==> src/rtl/can_frame_rx.sv <==
// Extended-format CAN frame receiver: destuffs, checks CRC-15 and form, drives ACK, presents good frames.
// Latency: results and valid are registered on the edge that samples EOF bit 7; errors flag on the detecting edge.
// Backpressure: none; the bus sets the pace and a result is held only until the next good frame overwrites it.
module can_frame_rx #(
    parameter int IDLE_BITS = 11,
    parameter int IFS_BITS  = 3
) (
    input  logic        clk_can_i,
    input  logic        rst_i,
    input  logic        rx_i,
    output logic        tx_ack_o,
    output logic        rx_busy_o,
    output logic        rx_valid_o,
    output logic [28:0] rx_id_o,
    output logic        rx_rtr_o,
    output logic [3:0]  rx_dlc_o,
    output logic [63:0] rx_data_o,
    output logic        err_o,
    output logic [1:0]  err_code_o
);

    typedef enum logic [3:0] {
        S_WAIT_IDLE,
        S_WAIT_SOF,
        S_ARB,
        S_CTRL,
        S_DATA,
        S_CRC,
        S_CRC_DEL,
        S_ACK,
        S_ACK_DEL,
        S_EOF,
        S_IFS
    } state_t;

    localparam logic [7:0]  IDLE_LIM = 8'(IDLE_BITS);
    localparam logic [7:0]  IFS_LIM  = 8'(IFS_BITS);
    localparam logic [14:0] CRC_POLY = 15'h4599;

    localparam logic [1:0] ERR_STUFF = 2'b01;
    localparam logic [1:0] ERR_FORM  = 2'b10;
    localparam logic [1:0] ERR_CRC   = 2'b11;

    state_t      state_q, state_d;
    logic [7:0]  cnt_q, cnt_d;          // idle/IFS run length, or bit index within the current field
    logic [2:0]  run_q, run_d;          // raw equal-bit run length for destuffing
    logic        last_q, last_d;        // level of the previous raw bit
    logic [14:0] crc_q, crc_d;          // computed CRC
    logic [14:0] crc_rx_q, crc_rx_d;    // received CRC field
    logic [28:0] id_q, id_d;
    logic        rtr_q, rtr_d;
    logic [3:0]  dlc_q, dlc_d;
    logic [63:0] data_q, data_d;

    logic        tx_ack_q, tx_ack_d;
    logic        busy_q, busy_d;
    logic        valid_q, valid_d;
    logic        err_q, err_d;
    logic [1:0]  err_code_q, err_code_d;
    logic [28:0] rx_id_q, rx_id_d;
    logic        rx_rtr_q, rx_rtr_d;
    logic [3:0]  rx_dlc_q, rx_dlc_d;
    logic [63:0] rx_data_q, rx_data_d;

    logic        err_hit;
    logic [1:0]  err_kind;

    logic [14:0] crc_step;
    logic        destuff_zone;
    logic        stuff_slot;
    logic [3:0]  dlc_full;
    logic [7:0]  data_last;

    assign crc_step     = {crc_q[13:0], 1'b0} ^ ((rx_i ^ crc_q[14]) ? CRC_POLY : 15'h0000);
    // CRC_DEL belongs to the destuff window only when a trailing stuff bit is due after the CRC
    assign destuff_zone = (state_q inside {S_ARB, S_CTRL, S_DATA, S_CRC, S_CRC_DEL});
    assign stuff_slot   = destuff_zone && (run_q == 3'd5);
    assign dlc_full     = {dlc_q[2:0], rx_i};
    assign data_last    = dlc_q[3] ? 8'd63 : ({2'b00, dlc_q[2:0], 3'b000} - 8'd1);

    // Next-state and next-output logic for the whole receive sequence
    always_comb begin
        state_d    = state_q;
        cnt_d      = cnt_q;
        run_d      = run_q;
        last_d     = last_q;
        crc_d      = crc_q;
        crc_rx_d   = crc_rx_q;
        id_d       = id_q;
        rtr_d      = rtr_q;
        dlc_d      = dlc_q;
        data_d     = data_q;
        tx_ack_d   = 1'b1;
        busy_d     = busy_q;
        valid_d    = 1'b0;
        err_d      = 1'b0;
        err_code_d = err_code_q;
        rx_id_d    = rx_id_q;
        rx_rtr_d   = rx_rtr_q;
        rx_dlc_d   = rx_dlc_q;
        rx_data_d  = rx_data_q;
        err_hit    = 1'b0;
        err_kind   = ERR_FORM;

        if (stuff_slot) begin
            // Stuff bit: must be the complement of the run, then it is dropped
            if (rx_i == last_q) begin
                err_hit  = 1'b1;
                err_kind = ERR_STUFF;
            end else begin
                run_d  = 3'd1;
                last_d = rx_i;
            end
        end else begin
            if (destuff_zone) begin
                run_d  = (rx_i == last_q) ? run_q + 3'd1 : 3'd1;
                last_d = rx_i;
            end

            case (state_q)
                S_WAIT_IDLE: begin
                    if (!rx_i) begin
                        cnt_d = 8'd0;
                    end else if (cnt_q + 8'd1 == IDLE_LIM) begin
                        cnt_d   = 8'd0;
                        state_d = S_WAIT_SOF;
                    end else begin
                        cnt_d = cnt_q + 8'd1;
                    end
                end

                S_WAIT_SOF: begin
                    if (!rx_i) begin
                        // SOF is a dominant 0 fed into a cleared CRC, which leaves it at zero
                        state_d  = S_ARB;
                        busy_d   = 1'b1;
                        cnt_d    = 8'd0;
                        run_d    = 3'd1;
                        last_d   = 1'b0;
                        crc_d    = 15'h0000;
                        crc_rx_d = 15'h0000;
                        id_d     = 29'd0;
                        rtr_d    = 1'b0;
                        dlc_d    = 4'd0;
                        data_d   = 64'd0;
                    end
                end

                S_ARB: begin
                    crc_d = crc_step;
                    cnt_d = cnt_q + 8'd1;
                    if (cnt_q == 8'd11) begin
                        if (!rx_i) begin
                            err_hit  = 1'b1;
                            err_kind = ERR_FORM;
                        end
                    end else if (cnt_q == 8'd12) begin
                        // Standard-format frame: not ours, drop it quietly
                        if (!rx_i) begin
                            state_d = S_WAIT_IDLE;
                            busy_d  = 1'b0;
                            cnt_d   = 8'd0;
                        end
                    end else if (cnt_q == 8'd31) begin
                        rtr_d   = rx_i;
                        state_d = S_CTRL;
                        cnt_d   = 8'd0;
                    end else begin
                        id_d = {id_q[27:0], rx_i};
                    end
                end

                S_CTRL: begin
                    crc_d = crc_step;
                    cnt_d = cnt_q + 8'd1;
                    if (cnt_q >= 8'd2) begin
                        dlc_d = dlc_full;
                    end
                    if (cnt_q == 8'd5) begin
                        cnt_d   = 8'd0;
                        state_d = (rtr_q || dlc_full == 4'd0) ? S_CRC : S_DATA;
                    end
                end

                S_DATA: begin
                    crc_d                = crc_step;
                    data_d[~cnt_q[5:0]] = rx_i;
                    cnt_d                = cnt_q + 8'd1;
                    if (cnt_q == data_last) begin
                        cnt_d   = 8'd0;
                        state_d = S_CRC;
                    end
                end

                S_CRC: begin
                    crc_rx_d = {crc_rx_q[13:0], rx_i};
                    cnt_d    = cnt_q + 8'd1;
                    if (cnt_q == 8'd14) begin
                        cnt_d   = 8'd0;
                        state_d = S_CRC_DEL;
                    end
                end

                S_CRC_DEL: begin
                    if (crc_rx_q != crc_q) begin
                        err_hit  = 1'b1;
                        err_kind = ERR_CRC;
                    end else if (!rx_i) begin
                        err_hit  = 1'b1;
                        err_kind = ERR_FORM;
                    end else begin
                        tx_ack_d = 1'b0;
                        state_d  = S_ACK;
                    end
                end

                S_ACK: begin
                    state_d = S_ACK_DEL;
                end

                S_ACK_DEL: begin
                    if (!rx_i) begin
                        err_hit  = 1'b1;
                        err_kind = ERR_FORM;
                    end else begin
                        state_d = S_EOF;
                        cnt_d   = 8'd0;
                    end
                end

                S_EOF: begin
                    if (!rx_i) begin
                        err_hit  = 1'b1;
                        err_kind = ERR_FORM;
                    end else if (cnt_q == 8'd6) begin
                        rx_id_d   = id_q;
                        rx_rtr_d  = rtr_q;
                        rx_dlc_d  = dlc_q;
                        rx_data_d = data_q;
                        valid_d   = 1'b1;
                        busy_d    = 1'b0;
                        cnt_d     = 8'd0;
                        state_d   = S_IFS;
                    end else begin
                        cnt_d = cnt_q + 8'd1;
                    end
                end

                S_IFS: begin
                    if (!rx_i) begin
                        cnt_d = 8'd0;
                    end else if (cnt_q + 8'd1 == IFS_LIM) begin
                        cnt_d   = 8'd0;
                        state_d = S_WAIT_SOF;
                    end else begin
                        cnt_d = cnt_q + 8'd1;
                    end
                end

                default: begin
                    state_d = S_WAIT_IDLE;
                    cnt_d   = 8'd0;
                end
            endcase
        end

        // Any error abandons the frame and leaves the results untouched
        if (err_hit) begin
            state_d    = S_WAIT_IDLE;
            cnt_d      = 8'd0;
            busy_d     = 1'b0;
            tx_ack_d   = 1'b1;
            err_d      = 1'b1;
            err_code_d = err_kind;
        end
    end

    // State and output registers with synchronous reset
    always_ff @(posedge clk_can_i) begin
        if (rst_i) begin
            state_q    <= S_WAIT_IDLE;
            cnt_q      <= 8'd0;
            run_q      <= 3'd0;
            last_q     <= 1'b1;
            crc_q      <= 15'h0000;
            crc_rx_q   <= 15'h0000;
            id_q       <= 29'd0;
            rtr_q      <= 1'b0;
            dlc_q      <= 4'd0;
            data_q     <= 64'd0;
            tx_ack_q   <= 1'b1;
            busy_q     <= 1'b0;
            valid_q    <= 1'b0;
            err_q      <= 1'b0;
            err_code_q <= 2'b00;
            rx_id_q    <= 29'd0;
            rx_rtr_q   <= 1'b0;
            rx_dlc_q   <= 4'd0;
            rx_data_q  <= 64'd0;
        end else begin
            state_q    <= state_d;
            cnt_q      <= cnt_d;
            run_q      <= run_d;
            last_q     <= last_d;
            crc_q      <= crc_d;
            crc_rx_q   <= crc_rx_d;
            id_q       <= id_d;
            rtr_q      <= rtr_d;
            dlc_q      <= dlc_d;
            data_q     <= data_d;
            tx_ack_q   <= tx_ack_d;
            busy_q     <= busy_d;
            valid_q    <= valid_d;
            err_q      <= err_d;
            err_code_q <= err_code_d;
            rx_id_q    <= rx_id_d;
            rx_rtr_q   <= rx_rtr_d;
            rx_dlc_q   <= rx_dlc_d;
            rx_data_q  <= rx_data_d;
        end
    end

    assign tx_ack_o   = tx_ack_q;
    assign rx_busy_o  = busy_q;
    assign rx_valid_o = valid_q;
    assign err_o      = err_q;
    assign err_code_o = err_code_q;
    assign rx_id_o    = rx_id_q;
    assign rx_rtr_o   = rx_rtr_q;
    assign rx_dlc_o   = rx_dlc_q;
    assign rx_data_o  = rx_data_q;

endmodule
==> config.mk <==
export PLATFORM = sky130hd
export DESIGN_NAME = can_frame_rx
export DESIGN_NICKNAME = d
export VERILOG_FILES = /design/src/rtl/can_frame_rx.sv
export SDC_FILE = /design/constraint.sdc
export NUM_CORES = 1
export LEC_CHECK = 0
export ABC_AREA = 1
export CORE_ASPECT_RATIO = 2
export CORE_UTILIZATION = 60
export CTS_BUF_LIST = sky130_fd_sc_hd__clkbuf_4 sky130_fd_sc_hd__clkbuf_8 sky130_fd_sc_hd__clkbuf_16
export DETAILED_ROUTE_END_ITERATION = 8
export PLACE_DENSITY = 0.93
export SLEW_MARGIN = 25
export SYNTH_ARGS = -nofsm -noshare
export SYNTH_HDL_FRONTEND = slang
export SYNTH_SLANG_ARGS = --single-unit
==> constraint.sdc <==
create_clock -name clk_can_i -period 4 [get_ports clk_can_i]
set_input_delay 0.6 -clock clk_can_i [delete_from_list [all_inputs] [get_ports clk_can_i]]
set_output_delay 0.6 -clock clk_can_i [all_outputs]
set_load 0.02 [all_outputs]
==> results.sh, run 1 <==
export IMPL_status="completed"
export IMPL_post_dp_hpwl_mm=18.2
export IMPL_drc=0
export IMPL_antenna_cells=0
export IMPL_drt_vias_per_instance=5.70
export IMPL_synth_cells=1498
export IMPL_tightest_slew_ps=984
export IMPL_syn_to_final_growth_pct=16.1
export IMPL_yosys_area_top_type_share_pct=46.4
export IMPL_fin_cells=1779
export IMPL_min_period_over_period_pct=68.6
export IMPL_rsz0062_at_grt="no"
export IMPL_port_buffers=106
export IMPL_final_util_pct=71.6
export IMPL_syn_cell_area_sq_um=10700
export IMPL_gp_congestion=0.967
export IMPL_cp_start_kind="register"
export IMPL_nets=1564
export IMPL_p_total_mw=5.88
export IMPL_cts_resized=0
export IMPL_p_per_area_nw_per_um2=473
export IMPL_cp_arrival_ps=3130
export IMPL_r2r_cells=7
export IMPL_yosys_area_top_type="dfxtp_1"
export IMPL_drtIter0Drc=620
export IMPL_path_clk_slew_ps=70
export IMPL_p_int_mw=4.06
export IMPL_grt_pass1_vias=9542
export IMPL_worstPathRequired_ps=4390
export IMPL_skew_ps=18.1
export IMPL_switching_share_pct=30.9
export IMPL_cts_root_buf="clkbuf_16"
export IMPL_clk_path_buf_depth=3
export IMPL_cts_tree="done"
export IMPL_wirelength_mm=27.4
export IMPL_cts_made_buffers=21
export IMPL_comb_power_share_pct=19.5
export IMPL_setup_violations_final=0
export IMPL_synth_fp_nets=1508
export IMPL_drive_gt1_share_pct=5.80
export IMPL_gr_usage_all_layers_pct=29.9
export IMPL_path_class="register to register"
export IMPL_final_common_cell="nor2_1"
export IMPL_finalCriticalPeriod_ps=2740
export IMPL_clock_latency_ps=510
export IMPL_yosysSeqAreaShare_pct=46.4
export IMPL_synthTopCellsByArea="dfxtp_1 (46%), nor2_1 (13%), a21oi_1 (7.7%)"
export IMPL_cap_violations=0
export IMPL_p_switching_mw=1.82
export IMPL_cts_sinks=248
export IMPL_wire_per_inst_um=15.4
export IMPL_rows=68
export IMPL_hold_ws_ps=454
export IMPL_syn_avg_cell_area_sq_um=7.14
export IMPL_antenna_found_initial=0
export IMPL_max_freq_mhz=365
export IMPL_synth_seq_cells=248
export IMPL_overflow=0
export IMPL_start_util_pct=61.7
export IMPL_layout_common_cells="nor2_1 (363), dfxtp_1 (248), nand2_1 (198)"
export IMPL_die_area_sq_um=18400
export IMPL_die_width_um=96.4
export IMPL_finalMaxSlewViolations=0
export IMPL_ir_drop_mv=0.379
export IMPL_slew_headroom_pct=34.2
export IMPL_p_leak_nw=4.97
export IMPL_cts_setup_buffers=0
export IMPL_clockPowerShare_pct=35.9
export IMPL_yosysUniqueCellTypes=38
export IMPL_finalSetupTns_ps=0
export IMPL_vias=10138
export IMPL_dp_cells=1741
export IMPL_holdPathStages=2
export IMPL_grt_max_degree=133
export IMPL_hp_class="register to register"
export IMPL_htree_num_levels=1
export IMPL_yosysWarnings=0
export IMPL_die_h_um=191
export IMPL_hold_violations=0
export IMPL_core_area_sq_um=17400
export IMPL_critPathMaxFanout=65
export IMPL_pwr_share_seq_pct=44.6
export IMPL_firstDrtPassIters=5
export IMPL_postCtsHoldBufs=0
export IMPL_worstSetupEndpointType="register"
export IMPL_ant_nets=0
export IMPL_grt_pass1_wl_mm=44.1
export IMPL_io_pins=107
## flip-flops by register name, summed over array words and instances, names as in the netlist
register    count
err_o           1
last_q          1
id_q           29
rtr_q           1
err_code_o      2
crc_rx_q       15
rx_data_o      64
tx_ack_o        1
cnt_q           8
crc_q          15
rx_dlc_o        4
run_q           3
rx_valid_o      1
data_q         64
rx_rtr_o        1
dlc_q           4
rx_busy_o       1
state_q         4
rx_id_o        29
## cell type report
cell class	instances	area, sq um
fill	1360	4930
sequential	248	4960
inverter	117	440
clock inverter	7	70.1
clock buffer	31	651
multi-input combinational	1047	4860
tap	210	263
timing repair buffer	119	1170
## critical path, cell delays in order, from the launching register on
cell and delay (ps):
dfxtp_1 410, inv_1 250, ha_1 290, nand4_1 200
nor3_4 260, clkinv_2 740, nor2_1 380, nor2_1 80
## final timing paths
| check | start | end | slack (ps) |
|---|---|---|---|
| setup / recovery | cnt_q[0]$_SDFFE_PP0P_ | rx_data_o[62]$_SDFFE_PP0P_ | 1260 |
| hold / removal | err_code_o[1]$_SDFFE_PP0P_ | err_code_o[1]$_SDFFE_PP0P_ | 450 |
| setup reg to reg | cnt_q[0]$_SDFFE_PP0P_ | rx_data_o[62]$_SDFFE_PP0P_ | 1260 |
| hold reg to reg | err_code_o[1]$_SDFFE_PP0P_ | err_code_o[1]$_SDFFE_PP0P_ | 450 |
## synth_stat cells
cell	count
buf_6	7
o21bai_1	2
o21ai_1	74
a22oi_1	2
buf_4	11
nor3_4	2
nand2_2	1
inv_2	17
nand3b_1	2
nand3_1	47
nand2_1	198
buf_2	19
nand3_2	3
nor3_1	5
a21oi_1	165
inv_1	98
nor2_1	363
a2111oi_0	1
a311oi_1	1
ha_1	7
xnor2_1	20
o21a_1	2
o21ai_2	1
clkbuf_1	49
o211ai_1	1
clkinv_1	2
dfxtp_1	248
o32ai_1	11
a221oi_1	1
nand4_1	10
o31ai_1	1
o21ai_0	109
o22ai_1	3
nand2_4	3
or2_2	1
a211oi_1	1
nor2_4	4
nor2_2	6
## metal layers
metal / wire length (um) / GRT usage [%] / part of all wire, % / up-vias
li1: - / - / - / 4960
met1: 9950 / 32.3 / 36 / 4713
met2: 14700 / 54.9 / 54 / 365
met3: 1280 / 2.79 / 4.7 / 100
met4: 1470 / 16.7 / 5.4 / 0
met5: 0 / 0 / 0 / -
## power groups by stage
stage / Combinational (mW) / Clock [mW] / Sequential, mW
after floorplan: 0.902 / 0 / 2.65
after global placement: 1.10 / 0 / 2.67
after detailed placement: 1.13 / 0 / 2.68
after CTS: 1.13 / 2.12 / 2.62
after global routing: 1.26 / 2.23 / 2.63
final: 1.15 / 2.11 / 2.62
## logic make-up (layout without fill, tap and decap cells)
family	Yosys count	in the layout	share of synthesized area, %
compound gates	375	375	18.3
xor+xnor	20	20	1.64
simple gates	645	645	24.6
fa+ha+maj	7	7	0.818
flops	248	248	46.4
buf+inv	203	274	8.22
## metrics by stage
stage          cell area, sq um  worst slack (ps)
3_5_place_dp              11700              1050
3_3_place_gp              11700              1120
6_report                  12400              1260
4_1_cts                   12400              1550
2_1_floorplan             10700              2100
5_1_grt                   12400               944
Note: power is estimated with default switching activity, not from simulation.
==> inputs of run 2 (changes only) <==
Settings changed: CORE_UTILIZATION 60 to 57, PLACE_DENSITY 0.93 to 0.9.
Clock period 4 ns to 2.8 ns, I/O delays scaled along.
==> run 2 against run 1 <==
Clock-buffer cell count fell by 1. Global-route usage fell by 0.85 points. Worst setup slack got worse by 870 ps. Non-clock buffer count rose by 8. Clock skew rose by 2.6 ps. Combinational power rose by 47%. Largest power group unchanged. Maximum frequency rose by 14%. Die area rose by 5.2%. Largest cell class unchanged.
==> results.sh, run 2 (synthesized netlist as in run 1, its figures left out) <==
export IMPL_nets=1572
export IMPL_rows=70
export IMPL_finalSetupTns_ps=0
export IMPL_cts_resized=0
export IMPL_start_util_pct=58.5
export IMPL_fillCellCount=1483
export IMPL_ant_nets=0
export IMPL_cts_tree="done"
export IMPL_antenna_found_initial=0
export IMPL_firstDrtPassIters=5
export IMPL_syn_to_final_growth_pct=16.6
export IMPL_finalCriticalPeriod_ps=2410
export IMPL_overflow=0
export IMPL_clock_latency_ps=510
export IMPL_die_area_sq_um=19400
export IMPL_setup_slack_ps=392
export IMPL_postCtsHoldBufs=0
export IMPL_drc=0
export IMPL_io_pins=107
export IMPL_ir_drop_mv=0.519
export IMPL_critPathMaxFanout=15
export IMPL_post_place_ws_ps=466
export IMPL_path_class="register to register"
export IMPL_post_dp_hpwl_mm=19.0
export IMPL_drtIter0Drc=513
export IMPL_finalMaxSlewViolations=0
export IMPL_cp_arrival_ps=2830
export IMPL_slew_headroom_pct=39.3
export IMPL_tightest_slew_ps=908
export IMPL_skew_ps=20.7
export IMPL_core_area_sq_um=18300
export IMPL_p_leak_nw=5.00
export IMPL_cp_start_kind="register"
export IMPL_die_width_um=98.9
export IMPL_drive_gt1_share_pct=6.16
export IMPL_vias=10078
export IMPL_setup_violations_final=0
export IMPL_wire_per_inst_um=15.6
export IMPL_die_h_um=196
export IMPL_antenna_cells=0
export IMPL_port_buffers=106
export IMPL_htree_num_levels=1
export IMPL_worstSetupEndpointType="register"
export IMPL_worstPathRequired_ps=3230
export IMPL_place_area_sq_um=11800
export IMPL_gp_congestion=0.993
export IMPL_grt_pass1_wl_mm=46.1
export IMPL_min_period_over_period_pct=86.0
export IMPL_postLayoutCellArea_sq_um=12500
export IMPL_layout_common_cells="nor2_1 (363), dfxtp_1 (248), nand2_1 (198)"
export IMPL_final_util_pct=68.1
export IMPL_grt_max_degree=82
export IMPL_cts_made_buffers=21
export IMPL_p_per_area_nw_per_um2=670
export IMPL_max_freq_mhz=415
export IMPL_hold_violations=0
export IMPL_hp_class="primary input to register"
export IMPL_status="completed"
export IMPL_grt_pass1_vias=9934
export IMPL_cts_root_buf="clkbuf_16"
export IMPL_cap_violations=0
export IMPL_path_clk_slew_ps=70
export IMPL_gr_usage_all_layers_pct=29.0
export IMPL_drt_vias_per_instance=5.63
export IMPL_cts_setup_buffers=0
export IMPL_wirelength_mm=28.0
export IMPL_rsz0062_at_grt="no"
export IMPL_final_common_cell="nor2_1"
export IMPL_clk_path_buf_depth=3
export IMPL_cts_sinks=248
[run 2: changes by cell type in the layout (fill, tap and decap cells not counted), sizes merged]
cell	previous run	this run
buf	14	22
clkbuf	31	30
clkinv	7	6
clkinvlp	1	0
inv	115	116
[run 2: per-layer routing]
metal	vias up	share of wire (%)	routed length, um	GRT usage (%)
met2	366	53	14700	53.7
met5	-	0	0	0
li1	4972	-	-	-
met4	0	6.3	1770	17.9
met1	4613	36	10200	31.2
met3	127	4.6	1300	2.81
[run 2: final timing paths]
check	from	depth (start not counted)	end	slack, ps
worst max register to register	state_q[2]$_SDFFE_PP0P_	8	crc_q[7]$_SDFFE_PP0P_	390
worst min register to register	err_code_o[1]$_SDFFE_PP0P_	2	err_code_o[1]$_SDFFE_PP0P_	450
worst min-delay path	rst_i	2	data_q[25]$_SDFFE_PP0P_	230
worst max-delay path	state_q[2]$_SDFFE_PP0P_	8	crc_q[7]$_SDFFE_PP0P_	390
[run 2: area by class of cell]
cell class / count / area (sq um) / share of cell area (%)
clock buffer: 30 / 618 / 4.96
sequential: 248 / 4960 / 39.8
multi-input combinational: 1047 / 4860 / 39.0
tap: 216 / 270 / 2.17
timing repair buffer: 127 / 1250 / 10.1
clock inverter: 6 / 62.6 / 0.502
inverter: 117 / 439 / 3.52
[run 2: worst max-delay path: stages, from the launching register on]
cell	delay (ps)
dfxtp_1	480
inv_2	100
nor2_4	140
inv_2	80
nor2_4	200
nor2_1	100
nor2_1	710
o21ai_0	290
a21oi_1	230
[run 2: report_power, final]
part | switching (mW) | total (mW) | internal (mW)
clock network | 1.29 | 2.92 | 1.64
logic | 1.21 | 1.69 | 0.476
registers | 0.118 | 3.74 | 3.63
total | 2.62 | 8.36 | 5.74
[run 2: through the flow]
step           instances  hold slack, ps  total power [mW]
2_1_floorplan       1498             424              5.07
3_3_place_gp        1755             441              5.44
3_5_place_dp        1755             441              5.47
4_1_cts             1791             217              8.35
5_1_grt             1791             226              8.70
6_report            1791             229              8.36
==> inputs of run 3 (changes only) <==
Settings changed: CAP_MARGIN from default to 10.
==> results of run 3 <==
No change in the layout: final DEF, timing and power equal those of run 2.
==> edit 1: new RTL, flow settings as in run 2 <==
Register the output `err_code_o` once more, with the module's reset; this adds one clock of latency there. The other outputs are not delayed to match.
--- a/src/rtl/can_frame_rx.sv
+++ b/src/rtl/can_frame_rx.sv
@@ -324,7 +324,13 @@
     assign rx_busy_o  = busy_q;
     assign rx_valid_o = valid_q;
     assign err_o      = err_q;
-    assign err_code_o = err_code_q;
+    always_ff @(posedge clk_can_i) begin
+        if (rst_i) begin
+            err_code_o <= '0;
+        end else begin
+            err_code_o <= err_code_q;
+        end
+    end
     assign rx_id_o    = rx_id_q;
     assign rx_rtr_o   = rx_rtr_q;
     assign rx_dlc_o   = rx_dlc_q;
Function: same outputs for any inputs over 4 cycles, from zero or initial values and one cycle with rst_i high; that may be too few to reach the edited logic, so the function may still have changed.
==> edit 1 against run 2 <==
  * First-iteration DRC count increased by 22%
  * Global-route usage fell by 0.053 points
  * Power grew 1.4%
  * Sequential cell count up 2
  * Final cell count is 1.2% higher
  * Final area increased by 1.5%
  * Sequential share of layout area fell by 0.26 points
  * Largest cell class is now multi-input gates
  * Routed wire length increased by 1.1%
  * Largest power group unchanged
  * Synthesized area up 1.3%
  * Setup slack worse by 140 ps
==> edit 1: results (changes against run 2) <==
| Metric | Value |
|---|---|
| Status | completed |
| Cts bufs inserted | 21 (unchanged) |
| Hold endpoint | err_code_q[1] |
| Final WS setup | 256 ps (-136 ps) |
| Wirelength per Cell | 15.6 um (-0.13%) |
| GP Congestion | 0.964 (-2.9%) |
| CP max FO | 11 (-4) |
| Layout cell share with drive strength beyond 1 | 6.61% (+0.45 points) |
| Diode count | 0 (unchanged) |
| CP max-delay cell | dfxtp_1 |
| Relative slew slack | 54.3% (+15 points) |
| Ranking of synthesized cells by area | dfxtp_1 (46%), nor2_1 (14%), o21ai_0 (6.9%), a21oi_1 (5.0%), nand3_1 (4.9%) |
| Synth warn | 0 (unchanged) |
| Nets | 1553 (-1.2%) |
| Initial antenna violation count | 0 (unchanged) |
| Top delay family on crit path | simple AND/OR/NAND/NOR gates |
| Worst Reg-to-Reg Cells | 13 (+5) |
| Setup slack at placement | 305 ps (-161 ps) |
| Switch Pwr | 2680 uW (+2.2%) |
| Leakage | 0.00510 uW (+1.9%) |
| Worst-Skew Late Latency | 520 ps |
| Global-route usage over all layers | 29.0% (-0.053 points) |
| Max stage delay on crit path | 590 ps (-120 ps) |
| Root Driver | clkbuf_16 |
| Post-synthesis async set-or-reset flop share | 0% (unchanged) |
| H-tree Lvls | 1 (unchanged) |
| Drt pass-1 iters | 5 (unchanged) |
| Final HPWL DP | 18.8 mm (-0.69%) |
| Gr ovfl total | 0 (unchanged) |
| Clock buffer depth | 3 (unchanged) |
| PostCTS Resize Cnt | 0 (unchanged) |
| Vias in the first global route | 9765 (-1.7%) |
| Sequential fraction of the synthesis area | 46.2% (-0.24 points) |
| VDD IR max | 0.565 mV (+8.9%) |
| Clock skew | 17.6 ps (-3.15 ps) |
| Largest net degree at the start of global routing | 129 (+57%) |
| Final setup viols | 0 (unchanged) |
| Terminus of the critical flop-to-flop path | state_q[1] |
| Yosys cell types | 44 (+16%) |
| Initial DRC Count | 625 (+22%) |
| I/O Buffers | 106 (unchanged) |
| First-pass GRT wire length | 46.6 mm (+1.0%) |
| Crit path from | cnt_q[3] |
| Synthesized Nets | 1498 (-0.66%) |
| Hold Startpoint | rst_i |
| Hold depth | 4 (+2) |
| Min-delay worst type | input port to flop |
| Reg clk slew, reported paths | 70 ps (about the same) |
| DR vias/cell | 5.70 (+1.3%) |
| Synth top cells by count | nor2_1 (399), dfxtp_1 (250), o21ai_0 (150) |
| Fin cells | 1813 (+1.2%) |
| Mean Syn Cell Area | 7.29 um2 (+2.0%) |
| CP arrival | 2940 ps (+110 ps) |
| Setup bufs post-CTS | 0 (unchanged) |
[edit 1: cell types whose count changed in the layout (fill, tap and decap cells not counted), moves of 6 or more]
cell,run 2,this run
a21oi_1,165,108
a22oi_1,2,27
inv_1,97,64
inv_2,18,9
nand2_1,198,140
nand2_2,1,7
nand3_1,47,107
nor2_1,363,399
o21ai_0,109,150
o21ai_1,74,34
[edit 1: worst max-delay path by stage]
stage	end	cells after the start
3_3_place_gp	state_q[3]	13
6_report	state_q[1]	13
5_1_grt	state_q[0]	13
4_1_cts	state_q[0]	13
3_5_place_dp	state_q[0]	13
2_1_floorplan	rx_data_o[10]	12
[edit 1: power groups by stage]
stage | Sequential [uW] | Clock [uW] | Combinational (uW)
after detailed placement | 3840 | 0 | 1720
after CTS | 3760 | 2980 | 1730
after global routing | 3780 | 3110 | 1930
after floorplan | 3810 | 0 | 1340
final | 3770 | 2950 | 1750
after global placement | 3840 | 0 | 1700
[edit 1: through the flow]
step	instance area (um2)	util [%]	hold slack, ps
after global placement	12000	63.8	422
after floorplan	10800	-	405
after CTS	12700	67.5	304
after detailed placement	12000	63.8	421
after global routing	12700	67.5	339
final	12700	67.5	311
[edit 1: per-layer routing]
| metal | part of all wire (%) | GRT usage, % | vias to the layer above |
|---|---|---|---|
| met5 | 0 | 0 | - |
| met4 | 6.4 | 19.1 | 0 |
| met3 | 4.9 | 2.69 | 116 |
| met2 | 51 | 50.9 | 419 |
| met1 | 38 | 33.1 | 4786 |
| li1 | - | - | 5015 |
[edit 1: logic make-up after synthesis]
logic type	after synthesis	synth area share, %
and+or+nand+nor	697	27.3
AOI/OAI and AO/OA	343	17.2
DFF	250	46.2
buffers and inverters	170	6.82
xor gates and xnor gates	21	1.70
adders and majority gates	7	0.808
[edit 1: final cells by class]
type | count | area [um2]
clock inverter | 4 | 23.8
clock buffer | 34 | 673
multi-input combinational | 1068 | 5100
tap | 255 | 319
sequential | 250 | 5000
fill | 1526 | 6090
inverter | 77 | 292
timing repair buffer | 125 | 1240
[edit 1: tightest hold or removal path: cells and delay by family]
family                 cells  cell delay [ps]
buffers and inverters      2              200
AND/OR/NAND/NOR            1              100
AO/OA/AOI/OAI              1               40
==> edit 2: new RTL, config.mk and constraints of run 2 <==
Without the edit above. `IDLE_BITS`: 11 -> 5.
--- a/src/rtl/can_frame_rx.sv
+++ b/src/rtl/can_frame_rx.sv
@@ -2,7 +2,7 @@
 // Latency: results and valid are registered on the edge that samples EOF bit 7; errors flag on the detecting edge.
 // Backpressure: none; the bus sets the pace and a result is held only until the next good frame overwrites it.
 module can_frame_rx #(
-    parameter int IDLE_BITS = 11,
+    parameter int IDLE_BITS = 5,
     parameter int IFS_BITS  = 3
 ) (
     input  logic        clk_can_i,
Formal check against the unedited RTL: same outputs for any inputs over 4 cycles, from zero or initial values and one cycle with rst_i high; that may be too few to reach the edited logic, so the function may still have changed.
==> edit 2 against run 2 <==
  * Setup slack got worse by 80 ps
  * Routed wire length increased by 0.53%
  * Clock skew decreased by 2.1 ps
  * Clock power increased by 7.2%
  * Final cell count increased by 3.2%
  * Power increased by 20%
  * Synthesized area increased by 4.7%
  * Sequential cell count unchanged
  * Final area increased by 4.8%
  * Count of clock-buffer cells in the layout increased by 3
  * Critical path depth increased by 3
==> edit 2: results (changes against run 2) <==
| Metric | Value |
|---|---|
| Nets | 1588 (+1.0%) |
| Worst R2R Start | state_q[1] |
| Hold depth | 3 (+1) |
| Ranking of synthesized cells by area | dfxtp_1 (44%), a21oi_1 (9.3%), nor2_1 (6.5%), nand3_1 (5.8%), o21ai_0 (5.6%) |
| Worst R2R Setup Slack | 310 ps (-80 ps) |
| Synth top cells by count | dfxtp_1 (248), a21oi_1 (208), nor2_1 (194) |
| Clock power frac | 31.3% (-3.7 points) |
| Post-Synthesis Cells | 1522 (+1.6%) |
| Yosys cell types | 47 (+24%) |
| Largest net degree at the start of global routing | 198 (+140%) |
| VDD IR max | 0.635 mV (+22%) |
| Met1 usage | 28.2% (-3.0 points) |
| Worst Reg-to-Reg Cells | 11 (+3) |
| Hold Slack | 413 ps (+184 ps) |
| Final clock-cell share | 5.73% (+0.28 points) |
| Global-route usage over all layers | 27.4% (-1.7 points) |
| DR vias/cell | 5.60 (-0.52%) |
| CP max-delay cell | dfxtp_1 |
| Cts bufs inserted | 22 (+4.8%) |
| Initial DRC Count | 670 (+31%) |
| Signal buf overhead | 9.82% (-0.23 points) |
| Multi-input gates | 999 (-4.6%) |
| Xor and xnor area share after synthesis | 1.64% (+0.0054 points) |
| Max stage delay on crit path | 540 ps (-170 ps) |
| Fill count | 1572 (+6.0%) |
| Relative slew slack | 31.2% (-8.0 points) |
| Met1 wire length | 10.2 mm (+0.14%) |
| CLK BUF | 33 (+10%) |
| Sequential fraction of the synthesis area | 44.3% (-2.1 points) |
| Grt met2 use | 50.9% (-2.9 points) |
| Hold endpoint | data_q[0] |
| Number of non-clock buffers in the layout | 126 (-0.79%) |
| Clock skew | 18.6 ps (-2.13 ps) |
| Complex-gate fraction of the synthesized area | 21.7% (+3.4 points) |
| GP Congestion | 1.00 (+0.87%) |
| Layout cell share with drive strength beyond 1 | 9.12% (+3.0 points) |
| Seq pwr share | 38.3% (-6.5 points) |
| Status | completed |
| Adder-cell share of the synthesized area | 1.01% (+0.19 points) |
-- edit 2: changes by cell type in the layout (fill, tap and decap cells not counted), sizes merged, moves of 3 or more --
cell,before,now
nor2,373,209
nand3,50,130
a21oi,165,228
inv,116,178
nand2,202,176
xor2,0,10
xnor2,20,11
a211oi,1,5
o21ai,184,180
clkbuf,30,33
clkinv,6,3
nand4,10,7
-- edit 2: through the flow --
step	worst slack, ps	util (%)	total power (uW)	area [um2]
after floorplan	840	-	6300	11200
after global placement	498	63.9	6830	12300
after detailed placement	403	63.9	6890	12300
after CTS	360	67.8	9990	13100
after global routing	119	67.8	10500	13100
final	313	67.8	10000	13100
-- edit 2: logic make-up after synthesis --
family	Yosys count
AND/OR/NAND/NOR	532
AO/OA/AOI/OAI	437
buffers and inverters	275
flip-flops	248
XOR/XNOR	21
adder cells (fa/ha/maj)	9
